===== src/rtl/mux_sched_pkg.sv =====
// Shared constants, the state encoding and a wrap-increment helper for the
// round-robin scheduler that drives the 31-input shared mux.
package mux_sched_pkg;

  localparam int NUM_REQ  = 31;
  localparam int SEL_W    = 5;
  localparam int CNT_W    = 4;
  localparam int LAST_IDX = NUM_REQ - 1;

  typedef enum logic {
    IDLE  = 1'b0,
    SERVE = 1'b1
  } state_t;

  // Next requester index. Index 30 wraps to 0, so the mux default region
  // (select 31) can never be reached.
  function automatic logic [SEL_W-1:0] idx_inc(input logic [SEL_W-1:0] idx);
    return (idx == SEL_W'(LAST_IDX)) ? '0 : idx + 1'b1;
  endfunction

  // One-hot grant vector for a select index.
  function automatic logic [NUM_REQ-1:0] idx_onehot(input logic [SEL_W-1:0] idx);
    return NUM_REQ'(1) << idx;
  endfunction

endpackage


===== src/rtl/mux_rr_pick.sv =====
// Rotate-priority search: the winner is the lowest asserted request at an
// index >= ptr. If there is none, the search wraps to the lowest asserted
// request overall. win_vld is low when no request is asserted.
module mux_rr_pick
  import mux_sched_pkg::*;
(
  input  logic [NUM_REQ-1:0] req,
  input  logic [SEL_W-1:0]   ptr,
  output logic [SEL_W-1:0]   win_idx,
  output logic               win_vld
);

  logic [NUM_REQ-1:0] at_or_above;
  logic [NUM_REQ-1:0] hi_req;

  // Mask of indices at or above the pointer. These are searched first.
  genvar g;
  generate
    for (g = 0; g < NUM_REQ; g++) begin : g_mask
      assign at_or_above[g] = (SEL_W'(g) >= ptr);
    end
  endgenerate

  assign hi_req = req & at_or_above;

  logic [SEL_W-1:0] hi_idx, lo_idx;
  logic             hi_vld, lo_vld;

  // Two priority encoders, scanned from the top so the lowest hit wins.
  always_comb begin
    hi_idx = '0;
    hi_vld = 1'b0;
    lo_idx = '0;
    lo_vld = 1'b0;
    for (int i = NUM_REQ - 1; i >= 0; i--) begin
      if (hi_req[i]) begin
        hi_idx = SEL_W'(i);
        hi_vld = 1'b1;
      end
      if (req[i]) begin
        lo_idx = SEL_W'(i);
        lo_vld = 1'b1;
      end
    end
  end

  assign win_vld = lo_vld;
  assign win_idx = hi_vld ? hi_idx : lo_idx;

endmodule


===== src/rtl/mux_rr_sched.sv =====
// Round-robin burst scheduler for the shared 31-input mux. An owner keeps the
// mux for up to BURST_LEN accepted beats. It releases early if its request
// drops or if enable falls. On release the next owner is chosen in the same
// cycle, so back-to-back grants have no bubble.
module mux_rr_sched
  import mux_sched_pkg::*;
#(
  parameter int BURST_LEN = 4
)(
  input  logic               clk,
  input  logic               reset,
  input  logic               enable,
  input  logic [NUM_REQ-1:0] req,
  input  logic               out_ready,
  output logic [SEL_W-1:0]   sel,
  output logic [NUM_REQ-1:0] grant,
  output logic               out_valid,
  output logic               busy
);

  state_t           state;
  logic [SEL_W-1:0] ptr;
  logic [CNT_W-1:0] beat_cnt;

  logic [SEL_W-1:0] sel_nxt;
  logic [SEL_W-1:0] pick_ptr;
  logic [SEL_W-1:0] win_idx;
  logic             win_vld;
  logic             accept;
  logic             last_beat;
  logic             rel;

  assign sel_nxt   = idx_inc(sel);
  assign accept    = out_valid & out_ready;
  assign last_beat = (beat_cnt == CNT_W'(BURST_LEN - 1));
  assign rel       = (state == SERVE) & accept & (last_beat | ~req[sel] | ~enable);

  // While serving, the only pick that matters is the one at release. That
  // pick uses the post-release pointer (sel+1), so the single search
  // instance is fed the new pointer directly.
  assign pick_ptr = (state == SERVE) ? sel_nxt : ptr;

  mux_rr_pick u_pick (
    .req     (req),
    .ptr     (pick_ptr),
    .win_idx (win_idx),
    .win_vld (win_vld)
  );

  // FSM with registered mux select, grant and handshake outputs.
  always_ff @(posedge clk or posedge reset) begin
    if (reset) begin
      state     <= IDLE;
      sel       <= '0;
      grant     <= '0;
      out_valid <= 1'b0;
      busy      <= 1'b0;
      ptr       <= '0;
      beat_cnt  <= '0;
    end else begin
      case (state)
        IDLE: begin
          if (enable && win_vld) begin
            state     <= SERVE;
            sel       <= win_idx;
            grant     <= idx_onehot(win_idx);
            out_valid <= 1'b1;
            busy      <= 1'b1;
            beat_cnt  <= '0;
          end
        end
        SERVE: begin
          // Without an accept, everything holds. The beat stays offered
          // even if the owner's request has dropped.
          if (accept) begin
            if (rel) begin
              ptr <= sel_nxt;
              if (enable && win_vld) begin
                sel      <= win_idx;
                grant    <= idx_onehot(win_idx);
                beat_cnt <= '0;
              end else begin
                state     <= IDLE;
                grant     <= '0;
                out_valid <= 1'b0;
                busy      <= 1'b0;
              end
            end else begin
              beat_cnt <= beat_cnt + 1'b1;
            end
          end
        end
        default: begin
          state     <= IDLE;
          grant     <= '0;
          out_valid <= 1'b0;
          busy      <= 1'b0;
        end
      endcase
    end
  end

endmodule


===== config.mk =====
export PLATFORM = sky130hd
export DESIGN_NAME = mux_rr_sched
export DESIGN_NICKNAME = d
export VERILOG_FILES = /design/src/rtl/mux_sched_pkg.sv /design/src/rtl/mux_rr_pick.sv /design/src/rtl/mux_rr_sched.sv
export SDC_FILE = /design/constraint.sdc
export NUM_CORES = 1
export LEC_CHECK = 0
export CORE_AREA = 4 4 112 114
export CTS_CLUSTER_DIAMETER = 50
export DETAILED_ROUTE_END_ITERATION = 8
export DIE_AREA = 0 0 116 118
export DONT_BUFFER_PORTS = 1
export MAX_ROUTING_LAYER = met4
export PLACE_DENSITY_LB_ADDON = 0.05
export SYNTH_ARGS = -nofsm -noshare
export SYNTH_HDL_FRONTEND = slang
export SYNTH_SLANG_ARGS = --single-unit
export TNS_END_PERCENT = 100

===== constraint.sdc =====
create_clock -name clk -period 8.4 [get_ports clk]
set_input_delay 1.68 -clock clk [delete_from_list [all_inputs] [get_ports clk]]
set_output_delay 1.68 -clock clk [all_outputs]
set_load 0.02 [all_outputs]

==> qor.csv <==
metric,value,unit
postSynthCellCount,444,
grt_max_degree,48,
status,"complete, no violations",
synth_area_leaders,"dfrtp_1 30%, nand2_1 6.0%, mux4_2 4.5%, o21ai_0 3.1%, o21ai_1 2.9%",
drt_iter0_markers,245,
hold_viol_final,0,
grt_pass1_wl,21100,um
drtAntennaViolNets,0,
nets,471,
cts_root_buf,clkbuf_16,
antenna_cells,0,
synth_edf_count,0,
grt_antenna_before_repair,0,
place_congestion,0.927,
ctsHoldBuffers,0,
grt_use_total,20.1,%
clock.fmax,213,MHz
synth_ff_type,dfrtp_1,
io_pins,73,
cts_buffers,5,
yosysMostFrequentCell,nand2_1,
synthTopCellsByCount,"64 x nand2_1, 47 x dfrtp_1, 27 x nor2_1",
ys_seq_area_share,29.6,%
setup_viol,0,
path_max_fanout,15,
hold_path_class,flop to flop,
core_area,0.0114,mm^2
routed_via_density,6.28,
totalWireLength,13300,um
critPathKind,flop to flop,
post_cts_buffers,0,
drc,0,
cap_violations,0,
die_area,0.0137,mm^2
critPathLaunchType,flop,
final_max_slew_viol_count,0,
synthDistinctLibCells,87,
fin_util,36.6,%
power.density,387,mW/mm^2
htreeDepth,2,
cp_cell_sequence,inv_1 > ha_1 > o211ai_2 > a211oi_2 > nor2_2 > a21boi_1 > or3_4 > nor4_4 > and2_1 > a311o_1 > nand2_2 > o21ai_1,
max_slew_margin,28.1,%
worst_ep_arrival_time,4.91,ns
die_w,116,um
cts.path.max_buffers,2,
netlist_area,0.00398,mm^2
fin_crit_sh,56.0,%
initial_utilization,34.8,%
grt_pass1_vias,3492,
synth-seq-cells,47,
tns,0,ns
synth_warnings,0,
drive_gt1_share,14.7,%
clock-sinks,47,
avgSynthCellArea,8.96,um^2
syn_to_final_growth,5.10,%
cpMaxStageDelayCell,dfrtp_1,
drtPass1Iterations,5,
path_clk_slew,0.07,ns
synth_top_area_share,29.6,%
rsz0062_at_grt,no,
cts_resized,0,
portBuffers,0,
async_flop_share,100,%
tightest_slew,1.08,ns
period_minus_slack,4.70,ns
grt-ovfl-total,0,
synth_nets,482,
end_kind,flop,
worstPathRequired,8.61,ns
vdd_ir_drop_max,0.182,mV
tritoncts,yes,
slowest_delay,0.98,ns
dp_hpwl,10200,um
rows,39,
finClkSkew,0.00626,ns
die_h,118,um
yosys.area.top_type,dfrtp_1,
total_power,1.62,mW
clk_latency,0.29,ns
routed-via-count,3626,
wl_per_cell,23.1,um
p_leak,1.61,nW
report_power, final:
| part | switching, mW | leakage, nW | internal, mW |
|---|---|---|---|
| logic | 0.625 | 0.908 | 0.370 |
| registers | 0.141 | 0.625 | 0.280 |
| clock network | 0.0897 | 0.0742 | 0.111 |
per-layer routing:
| layer | GRT usage [%] | part of all wire, % |
|---|---|---|
| met2 | 28.5 | 44 |
| met1 | 29.6 | 47 |
| met3 | 4.32 | 7.4 |
| met4 | 3.63 | 1.9 |
| met5 | - | 0 |
worst max-delay path, delay by kind of cell (launching register included):
kind	cells	cell delay, ns
simple gates	5	1.86
compound gates	5	1.33
flops	1	0.98
fa+ha+maj	1	0.32
buf+inv	1	0.14
final timing paths:
kind | startpoint | end | slack, ns | depth (start not counted)
setup / recovery | sel[0] | grant[15] | 3.70 | 12
hold / removal | beat_cnt[1] | beat_cnt[1] | 0.54 | 1
max in group asynchronous | reset | sel[3] | 6.25 | 1
min in group asynchronous | reset | beat_cnt[2] | 1.50 | 1
hold reg to reg | beat_cnt[1] | beat_cnt[1] | 0.54 | 1
setup reg to reg | sel[0] | grant[15] | 3.70 | 12
registers in the layout, indices dropped and copies added, names as in the netlist:
name,cells
grant,31
ptr,5
sel,5
beat_cnt,4
busy,1
state,1
through the flow:
step | cells | cell area, um^2 | setup WS, ns | hold WS (ns)
after floorplan | 444 | 3980 | 4.55 | 0.486
after global placement | 569 | 4030 | 3.78 | 0.516
after detailed placement | 569 | 4030 | 3.69 | 0.526
after CTS | 577 | 4180 | 3.67 | 0.541
after global routing | 577 | 4180 | 3.25 | 0.592
final | 577 | 4180 | 3.70 | 0.538
cell type report:
cell class              count  area (um^2)
multi-input cells         359         2590
fillers                  1172         7240
clock inverters             3         22.5
repair buffers              3         22.5
flip-flops and latches     47         1180
inverters                  17         63.8
well taps                 143          179
clock buffers               5          125
cell families after synthesis:
kind of cell | share of synthesized area, %
xor gates and xnor gates | 0.913
AOI/OAI and AO/OA | 34.4
and+or+nand+nor | 21.2
adders and majority gates | 0.944
buffers and inverters | 5.29
muxes | 7.68
DFF | 29.6
layout by cell type (no fill, tap or decap), drive strengths merged, types with 5 or more instances in the layout:
cell type  netlist  layout
nor2            30      30
nor3             9       9
nand3            6       6
a22o             9       9
a211oi           7       7
o21ai           48      48
o31ai           14      14
a22oi            7       7
nand2           65      65
a21oi           22      22
mux4             8       8
a31oi            9       9
nand2b          11      11
nor2b            7       7
dfrtp           47      47
inv             17      18
mux2i            8       8
nor4             8       8
clkbuf           5       5
Power figures use the tool's default switching activity.
